===== config.mk =====
export PLATFORM = sky130hd
export DESIGN_NAME = microsequencer
export DESIGN_NICKNAME = d
export VERILOG_FILES = /design/src/rtl/microsequencer_pkg.sv /design/src/rtl/microsequencer_next_state_mux.sv /design/src/rtl/microsequencer.sv
export SDC_FILE = /design/constraint.sdc
export NUM_CORES = 1
export LEC_CHECK = 0
export ABC_AREA = 1
export CORE_MARGIN = 8
export CORE_UTILIZATION = 45
export DETAILED_ROUTE_END_ITERATION = 7
export GPL_TIMING_DRIVEN = 0
export PLACE_DENSITY = 0.8
export REMOVE_ABC_BUFFERS = 1
export SYNTH_ARGS = -nofsm -noshare
export SYNTH_HDL_FRONTEND = slang
export SYNTH_SLANG_ARGS = --single-unit
export TNS_END_PERCENT = 30

===== constraint.sdc =====
create_clock -name clk -period 1.69 [get_ports clk]
set_clock_uncertainty 0.2 [all_clocks]
set_input_delay 0.338 -clock clk [delete_from_list [all_inputs] [get_ports clk]]
set_output_delay 0.338 -clock clk [all_outputs]
set_load 0.02 [all_outputs]

===== src/rtl/microsequencer_pkg.sv =====
// Shared constants and encodings for the microsequencer, control ROM and instruction encoder.
// Holds the next-state select codes, the condition select codes and the fixed control states.
package microsequencer_pkg;

   localparam int STATE_W = 7;
   localparam int WCNT_W  = 8;

   localparam logic [STATE_W-1:0] RESET_STATE_C   = 7'd0;
   localparam logic [STATE_W-1:0] FETCH_STATE_C   = 7'd1;
   localparam logic [STATE_W-1:0] TIMEOUT_STATE_C = 7'd127;

   typedef enum logic [2:0] {
      NS_DISPATCH = 3'd0,
      NS_INCR     = 3'd1,
      NS_JUMP     = 3'd2,
      NS_CJUMP    = 3'd3,
      NS_WAIT_MOC = 3'd4,
      NS_FETCH    = 3'd5,
      NS_RSVD6    = 3'd6,
      NS_RSVD7    = 3'd7
   } nsel_e;

   typedef enum logic [1:0] {
      CS_MOC  = 2'd0,
      CS_COND = 2'd1,
      CS_ONE  = 2'd2,
      CS_ZERO = 2'd3
   } csel_e;

   // Wraps from 127 back to 0 through natural 7-bit overflow.
   function automatic logic [STATE_W-1:0] incr_state(input logic [STATE_W-1:0] s);
      return s + 7'd1;
   endfunction

endpackage


===== src/rtl/microsequencer_next_state_mux.sv =====
// Combinational next-state selection: incrementer, condition mux and source select.
// Also reports which side effects (dispatch, timeout, counter advance) the choice implies.
module next_state_mux
   import microsequencer_pkg::*;
#(
   parameter logic [STATE_W-1:0] FETCH_STATE   = FETCH_STATE_C,
   parameter logic [STATE_W-1:0] TIMEOUT_STATE = TIMEOUT_STATE_C
) (
   input  logic [STATE_W-1:0] state_i,
   input  logic [2:0]         nsel_i,
   input  logic [1:0]         csel_i,
   input  logic               inv_i,
   input  logic               cond_true_i,
   input  logic               moc_i,
   input  logic [STATE_W-1:0] encoder_i,
   input  logic [STATE_W-1:0] cr_addr_i,
   input  logic               at_limit_i,
   output logic [STATE_W-1:0] next_state_o,
   output logic               dispatch_o,
   output logic               timeout_o,
   output logic               wait_inc_o
);

   logic [STATE_W-1:0] state_inc;
   logic               cond_sel;
   logic               cond_c;

   assign state_inc = incr_state(state_i);

   always_comb begin
      cond_sel = 1'b0;
      case (csel_e'(csel_i))
         CS_MOC:  cond_sel = moc_i;
         CS_COND: cond_sel = cond_true_i;
         CS_ONE:  cond_sel = 1'b1;
         CS_ZERO: cond_sel = 1'b0;
         default: cond_sel = 1'b0;
      endcase
   end

   assign cond_c = cond_sel ^ inv_i;

   always_comb begin
      next_state_o = FETCH_STATE;
      dispatch_o   = 1'b0;
      timeout_o    = 1'b0;
      wait_inc_o   = 1'b0;
      case (nsel_e'(nsel_i))
         NS_DISPATCH: begin
            if (cond_true_i) begin
               next_state_o = encoder_i;
               dispatch_o   = 1'b1;
            end else begin
               next_state_o = FETCH_STATE;
            end
         end
         NS_INCR:  next_state_o = state_inc;
         NS_JUMP:  next_state_o = cr_addr_i;
         NS_CJUMP: next_state_o = cond_c ? cr_addr_i : state_inc;
         NS_WAIT_MOC: begin
            // moc takes priority over the watchdog when both land on the same edge.
            if (moc_i) begin
               next_state_o = state_inc;
            end else if (at_limit_i) begin
               next_state_o = TIMEOUT_STATE;
               timeout_o    = 1'b1;
            end else begin
               next_state_o = state_i;
               wait_inc_o   = 1'b1;
            end
         end
         NS_FETCH: next_state_o = FETCH_STATE;
         default:  next_state_o = FETCH_STATE;
      endcase
   end

endmodule


===== src/rtl/microsequencer.sv =====
// Control-state register for the microprogrammed control unit, with the memory-wait
// watchdog counter and the registered dispatch / bus-error pulses.
module microsequencer
   import microsequencer_pkg::*;
#(
   parameter logic [STATE_W-1:0] RESET_STATE   = RESET_STATE_C,
   parameter logic [STATE_W-1:0] FETCH_STATE   = FETCH_STATE_C,
   parameter logic [STATE_W-1:0] TIMEOUT_STATE = TIMEOUT_STATE_C,
   parameter int                 WAIT_LIMIT    = 16
) (
   input  logic               clk,
   input  logic               rst_n,
   input  logic               halt,
   input  logic [STATE_W-1:0] encoder_IN,
   input  logic               cond_true,
   input  logic               moc,
   input  logic [2:0]         nsel,
   input  logic [1:0]         csel,
   input  logic               inv,
   input  logic [STATE_W-1:0] cr_addr,
   output logic [STATE_W-1:0] state,
   output logic               dispatch,
   output logic               bus_err,
   output logic [WCNT_W-1:0]  wait_cnt
);

   localparam logic [WCNT_W-1:0] LIMIT_M1 = WCNT_W'(WAIT_LIMIT - 1);

   logic [STATE_W-1:0] state_q, state_d;
   logic [WCNT_W-1:0]  wait_cnt_q, wait_cnt_d;
   logic               dispatch_q, dispatch_d;
   logic               bus_err_q, bus_err_d;

   logic [STATE_W-1:0] mux_next;
   logic               mux_dispatch;
   logic               mux_timeout;
   logic               mux_wait_inc;
   logic               at_limit;

   assign at_limit = (wait_cnt_q == LIMIT_M1);

   next_state_mux #(
      .FETCH_STATE   (FETCH_STATE),
      .TIMEOUT_STATE (TIMEOUT_STATE)
   ) u_next_state_mux (
      .state_i      (state_q),
      .nsel_i       (nsel),
      .csel_i       (csel),
      .inv_i        (inv),
      .cond_true_i  (cond_true),
      .moc_i        (moc),
      .encoder_i    (encoder_IN),
      .cr_addr_i    (cr_addr),
      .at_limit_i   (at_limit),
      .next_state_o (mux_next),
      .dispatch_o   (mux_dispatch),
      .timeout_o    (mux_timeout),
      .wait_inc_o   (mux_wait_inc)
   );

   // halt freezes state and counter; the pulses drop so nothing is reported twice.
   always_comb begin
      state_d    = state_q;
      wait_cnt_d = wait_cnt_q;
      dispatch_d = 1'b0;
      bus_err_d  = 1'b0;
      if (!halt) begin
         state_d    = mux_next;
         wait_cnt_d = mux_wait_inc ? (wait_cnt_q + 8'd1) : '0;
         dispatch_d = mux_dispatch;
         bus_err_d  = mux_timeout;
      end
   end

   always_ff @(posedge clk or negedge rst_n) begin
      if (!rst_n) begin
         state_q    <= RESET_STATE;
         wait_cnt_q <= '0;
         dispatch_q <= 1'b0;
         bus_err_q  <= 1'b0;
      end else begin
         state_q    <= state_d;
         wait_cnt_q <= wait_cnt_d;
         dispatch_q <= dispatch_d;
         bus_err_q  <= bus_err_d;
      end
   end

   assign state    = state_q;
   assign dispatch = dispatch_q;
   assign bus_err  = bus_err_q;
   assign wait_cnt = wait_cnt_q;

endmodule


=== Word level (Yosys, flattened, before mapping) ===
Index checks and enable logic that the tools add are counted.

* Bits in registers: 17
* Output and inout bits: 17

* Bitwise operators: 2
* $add $sub $neg: 2
* Muxes and demuxes: 17
* Reduce and logical (&&, ||, !) cells: 3
* Equal/unequal tests: 9

{| class="wikitable"
|+ Operators with widths
! operator !! count
|-
| case mux 7 bit (5 select lines) || 1
|-
| two-way mux 7 bit || 4
|-
| two-way mux 1 bit || 10
|-
| adder 8 x 1 -> 8 bit (second input constant) || 1
|-
| equality test 8 x 4 -> 1 bit (second input constant) || 1
|-
| two-way mux 8 bit || 1
|-
| adder 7 x 1 -> 7 bit (second input constant) || 1
|-
| equality test 3 x 2 -> 1 bit (second input constant) || 2
|-
| equality test 2 bit (second input constant) || 2
|-
| case mux 1 bit (4 select lines) || 1
|-
| equality test 3 x 1 -> 1 bit (second input constant) || 1
|-
| equality test 3 bit (second input constant) || 1
|-
| logical NOT 3 bit || 1
|-
| inequality test 3 bit (second input constant) || 1
|-
| equality test 2 x 1 -> 1 bit (second input constant) || 1
|-
| logical NOT 2 bit || 1
|-
| AND reduction 2 bit || 1
|-
| NOT 1 bit || 1
|-
| XOR 1 bit || 1
|}

=== Depth between registers and ports, before layout ===
Gate-level depths: netlist of the first run.

* Depth in word-level cells: 5
* Gate-level depth with buffers: 11
* Depth with buffers taken out: 11

=== Hierarchy ===
A second synthesis of the first run with hierarchy kept.

* Cells, all modules: 198
* Area total of the unflattened synthesis: 1297.5 µm²

{| class="wikitable"
|+ Modules (own cells, without submodules)
! module !! cells each !! times used !! area an instance (µm²)
|-
| microsequencer || 93 || 1 || 757.0
|-
| next_state_mux || 105 || 1 || 540.5
|}

=== Worst setup path after synthesis of the first run ===
Ideal clock, no wire load.

* Kind: register to register
* Start point: register wait_cnt_q[1], in the netlist wait_cnt[1]
* End point: register wait_cnt_q[2], in the netlist wait_cnt[2]
* Required time: 1366 ps
* Stages on the path, launching flop included: 10
* Setup time: 124 ps
* Arrival time: 1333 ps
* Buffers on the path: 1
* Slack: 33 ps
* Cell sequence: dfrtp_1 > ha_1 > nand2_1 > nor2_1 > nand3_2 > nand2_2 > nand2_4 > inv_2 > buf_6 > nor3b_2

* Cells in the longest elaborated chain, start to end: 5

{| class="wikitable"
|+ Ends and longest elaborated chain
! item !! RTL line !! source
|-
| start, declared || microsequencer.sv:30 || <nowiki>logic [WCNT_W-1:0] wait_cnt_q, wait_cnt_d;</nowiki>
|-
| start signal, assigned || microsequencer.sv:83 || <nowiki>wait_cnt_q <= wait_cnt_d;</nowiki>
|-
| equality test 8 x 4 -> 1 bit || microsequencer.sv:40 || <nowiki>assign at_limit = (wait_cnt_q == LIMIT_M1);</nowiki>
|-
| two-way mux 1 bit || microsequencer_next_state_mux.sv:64 || <nowiki>end else if (at_limit_i) begin</nowiki>
|-
| two-way mux 1 bit || microsequencer_next_state_mux.sv:62 || <nowiki>if (moc_i) begin</nowiki>
|-
| two-way mux 1 bit || microsequencer_next_state_mux.sv:48 || <nowiki>case (nsel_e'(nsel_i))</nowiki>
|-
| two-way mux 8 bit * || microsequencer.sv:69 || <nowiki>wait_cnt_d = mux_wait_inc ? (wait_cnt_q + 8'd1) : '0;</nowiki>
|}

Every way passes the cells marked *; elsewhere a longest branch is shown, timed or not.
A chain may end at the register's enable or synchronous reset.

=== Final worst setup path of the first run ===
* Start point: register wait_cnt_q[1], in the netlist wait_cnt[1]
* End point: register state_q[0], in the netlist state[0]

* Cells in the longest elaborated chain, start to end: 3

{| class="wikitable"
|+ Ends and longest elaborated chain
! item !! RTL line !! source
|-
| equality test 8 x 4 -> 1 bit || microsequencer.sv:40 ||
|-
| inequality test 3 bit (no source line) || - ||
|-
| AND reduction 2 bit (no source line) || - ||
|-
| end signal, assigned || microsequencer.sv:82 || <nowiki>state_q <= state_d;</nowiki>
|-
| end, declared || microsequencer.sv:29 || <nowiki>logic [STATE_W-1:0] state_q, state_d;</nowiki>
|}

No other way between the ends.

==> run summary, run 1 <==
From left edge to right edge, the die measures about 68 um. Across all hold checks on the routed design, the worst slack comes to between 0.2 and 0.25 ns. The via count of the first global-routing pass is ~1100. The die area came out at around 4600 um^2. The overall track demand over capacity in global routing came out at ~14%. TritonCTS built the clock tree. The global route total overflow is 0.

The sequential cell area fraction in the yosys report is a little over a third. The cell area reported after detailed placement came out at roughly 1700 um^2. The post-detailed-route via-to-cell ratio came out at 4.94. The peak supply drop came out at about 0.00051 V. The worst-skew pair later-pin latency came out at 0.29 ns. The highest fanout seen on the critical path came out at 4.

Yosys attributes the largest share of cell area to sky130_fd_sc_hd__dfrtp_1 35%, sky130_fd_sc_hd__nand2_1 18%, sky130_fd_sc_hd__nand3_1 11%. The routability-driven placement congestion ratio came out at 0.783. The endpoint identified for the worst register-to-register timing path is state[0]. The share of cells above drive strength 1 is about 16%.

The worst register-to-register path begins at wait_cnt[1]. Power comes to 1.01 mW. The routed length per placed instance is approximately 12 um. Setup violations remaining at the end of the flow were counted as 0. The data arrival at the endpoint of the critical path is around 1.7 ns.

The number of clock buffers inserted by TritonCTS is 3. Setup repair after global routing could not meet its margin everywhere. The slack of the worst reg-to-reg path came out at roughly 0.011 ns. The total count of max-transition violations in the final report came out at 0. The first-pass GRT wire length is around 5.0 mm. The largest net degree at the start of global routing came out at 18. After the first detailed-routing iteration, the DRC count stood at 43.

Relative to the synthesized area, the layout overhead comes to 50.1%. The synthesized instance count came out at 185. For this run, the number of Yosys warnings is 0.

The repair_antennas step left the layout with diodes totalling 0. The area of all placed cells without fillers came out at approximately 1800 um^2. The depth of the CTS H-tree is 1. The worst hold path class is in2reg. The number of maximum-capacitance violations is 0. The port buffer count is 41.

The total detailed-routing wirelength is approximately 3.3 mm. The standard cell with the maximum stage delay on the critical path is sky130_fd_sc_hd__dfrtp_1. Clock tree synthesis selected as its root buffer the cell sky130_fd_sc_hd__clkbuf_4.

For this run, the slowest stage of the critical path takes approximately 0.45 ns. STA classifies the critical path startpoint as a flop. The number of distinct standard cells referenced by the synthesized netlist is 23.

After the flow finishes, the layout carries non-filler instances totaling 270. The leakage power came out at a little under 1 nW. The number of sinks driven by the clock tree came out at 17. The placed wire-length estimate is ~2.5 mm. The placeable core region is 2660 um^2. The count of final hold-check violations came out at 0.

The total standard cell area after synthesis came out at ~1200 um^2. The residual antenna-violating net count after detailed routing came out at 0. The final net count is 267. Data on the critical path is required at its endpoint by 1.69 ns. STA classifies the critical path endpoint as a flop.

The leading area contributor after synthesis is sky130_fd_sc_hd__dfrtp_1. The achievable frequency is around 0.60 GHz. The proportion of netlist area held by the largest area contributor came out at roughly a third. The critical path goes through ha_4, nand2_1, nor2_2, nand3_2, nand2_4, nand3_1, nor2_1, nand3_1, nand2_1, inv_1.

The initial antenna violation count came out at 0. Synthesis inferred 17 register bits. The number of placed instances with taps included is approximately 260. The maximum number of buffers from clock root to sink came out at 2. The number of vias after detailed routing came out at 1335.

Along the worst hold path, the cell count comes to 4. The count of hold buffers inserted by post-cts repair came out at 0. The classification of the worst setup path is reg2reg. The number of cells on the worst reg-to-reg path is 10. For this run, design rule violations remaining after detail routing come to 0. The number of primary I/O pins is 42. The worst hold path terminates at wait_cnt[0].

The floorplan has 19 rows. The flow ran to the end, and the final reports show no timing, DRC or antenna violations. The critical hold path startpoint is moc.

The clock-pin slew reported for the worst setup and hold paths after clock tree synthesis is roughly 0.1 ns. In the finished design, the share of the clock period the worst path needs comes to between 90 and 100%. The clock period could shrink to approximately 1.7 ns.

The core utilization of the finished layout came out at around 69%. The number of search-and-repair iterations in the first detailed-routing pass came out at 4. The filler cell count is 234. The worst relative slew slack came out at approximately 49%. The worst-margin pin slew came out at roughly 0.76 ns. Dividing total power by cell area gives a power density of between 500 and 600 nW/um^2.

The initial utilization of the core area, before any placement, comes to 45.9%. The height of the die is just under 70 um. The mean instance size in the synthesized netlist is 6.61 um^2.
## cell families (layout without fill, tap and decap cells)
group / count (synthesis) / after routing / synth area share (%)
AND/OR/NAND/NOR: 115 / 116 / 43.4
XOR/XNOR: 4 / 4 / 2.87
flip-flops: 17 / 17 / 34.8
AO/OA/AOI/OAI: 13 / 13 / 5.83
adder cells (fa/ha/maj): 2 / 2 / 2.05
buffers and inverters: 34 / 87 / 11.1
## placed cells by master (no fill, tap or decap), types with 2 or more instances in the layout
| master | count |
|---|---|
| sky130_fd_sc_hd__nand2_1 | 56 |
| sky130_fd_sc_hd__inv_1 | 27 |
| sky130_fd_sc_hd__nand3_1 | 23 |
| sky130_fd_sc_hd__nor2_1 | 17 |
| sky130_fd_sc_hd__clkdlybuf4s50_1 | 17 |
| sky130_fd_sc_hd__dfrtp_1 | 16 |
| sky130_fd_sc_hd__dlygate4sd2_1 | 15 |
| sky130_fd_sc_hd__buf_4 | 8 |
| sky130_fd_sc_hd__dlymetal6s2s_1 | 7 |
| sky130_fd_sc_hd__o21ai_0 | 6 |
| sky130_fd_sc_hd__xor2_1 | 4 |
| sky130_fd_sc_hd__inv_2 | 3 |
| sky130_fd_sc_hd__nand3_2 | 3 |
| sky130_fd_sc_hd__nand2_2 | 3 |
| sky130_fd_sc_hd__nand2_4 | 3 |
| sky130_fd_sc_hd__a21oi_1 | 3 |
| sky130_fd_sc_hd__clkbuf_4 | 3 |
| sky130_fd_sc_hd__nor2_2 | 2 |
| sky130_fd_sc_hd__nor3_2 | 2 |
| sky130_fd_sc_hd__o21bai_1 | 2 |
| sky130_fd_sc_hd__nor3b_2 | 2 |
## layer usage
| metal | global-route usage (%) | routed length, um | vias up |
|---|---|---|---|
| li1 | - | - | 687 |
| met1 | 16.5 | 1400 | 614 |
| met2 | 23.2 | 1750 | 30 |
| met3 | 3.76 | 164 | 4 |
| met4 | 4.60 | 34 | 0 |
| met5 | 0 | 0 | - |
## registers in the layout, summed over array words and instances, names as in the netlist
| register | flops |
|---|---|
| wait_cnt | 8 |
| bus_err | 1 |
| dispatch | 1 |
| state | 7 |
## layout make-up
class / instances / area (um^2) / area share, %
multi-input cells: 135 / 721 / 39.3
repair buffers: 50 / 484 / 26.4
flip-flops and latches: 17 / 427 / 23.3
inverters: 33 / 138 / 7.50
well taps: 31 / 38.8 / 2.11
clock buffers: 4 / 26.3 / 1.43
## worst max-delay path by stage
stage                     start          end  slack [ns]  depth (start not counted)
finish              wait_cnt[1]     state[0]        0.01                         10
global route        wait_cnt[1]     state[0]       -0.09                         10
CTS                     nsel[0]  wait_cnt[7]       -0.09                          9
detailed placement      nsel[1]  wait_cnt[7]       -0.45                          9
global placement        nsel[1]  wait_cnt[7]       -0.40                          9
floorplan           wait_cnt[1]  wait_cnt[7]       -0.06                          9
## worst max-delay path: cells and delay by family, from the launching register on
kind	cells	cell delay (ns)
and+or+nand+nor	8	0.74
buffers and inverters	1	0.04
adders and majority gates	1	0.16
DFF	1	0.45
## what timing repair did
| action | in CTS | in global routing |
|---|---|---|
| pin swaps | 1 | 7 |
| buffers inserted | 0 | 9 |
| cloned | 0 | 1 |
| endpoints found under the setup margin | 26 | 16 |
| resized for setup | 19 | 27 |
## power breakdown
group          leakage (nW)  internal (mW)  total (mW)  switching (mW)
sequential            0.227          0.433       0.470          0.0371
clock                0.0150         0.0919       0.219           0.127
combinational         0.749          0.146       0.321           0.175
total                 0.991          0.671        1.01           0.339
## through the flow
| step | TNS (ns) | setup WS, ns |
|---|---|---|
| floorplan | -0.0552 | -0.0552 |
| global placement | -4.02 | -0.404 |
| detailed placement | -4.39 | -0.449 |
| CTS | -0.107 | -0.0915 |
| global route | -0.506 | -0.0901 |
| finish | 0 | 0.0106 |
## synthesized netlist by cell type
master	instances
sky130_fd_sc_hd__nor3_2	2
sky130_fd_sc_hd__buf_6	1
sky130_fd_sc_hd__nand2_2	2
sky130_fd_sc_hd__inv_2	4
sky130_fd_sc_hd__nor2_2	1
sky130_fd_sc_hd__nor2_1	18
sky130_fd_sc_hd__nand3_2	1
sky130_fd_sc_hd__nand4_1	1
sky130_fd_sc_hd__xor2_1	4
sky130_fd_sc_hd__o21bai_1	2
sky130_fd_sc_hd__nor3_1	1
sky130_fd_sc_hd__nand3b_1	1
sky130_fd_sc_hd__nor2_4	1
sky130_fd_sc_hd__nand2_4	1
sky130_fd_sc_hd__ha_1	2
sky130_fd_sc_hd__nor3b_2	2
sky130_fd_sc_hd__inv_1	29
sky130_fd_sc_hd__o22ai_1	1
sky130_fd_sc_hd__dfrtp_1	17
sky130_fd_sc_hd__nand3_1	26
sky130_fd_sc_hd__nand2_1	58
sky130_fd_sc_hd__a21oi_1	3
sky130_fd_sc_hd__o21ai_0	7
Power figures use the tool's default switching activity.
==> run 2, diff against run 1 <==
CTS_CLUSTER_DIAMETER = 200   (was default)
==> results of run 2 <==
Same layout as run 1: the final DEF is identical, and so are final timing and power.
==> run 3, diff against run 2 <==
HOLD_SLACK_MARGIN = 0.15   (was default)
==> results of run 3 <==
Same layout as run 1: the final DEF is identical, and so are final timing and power.
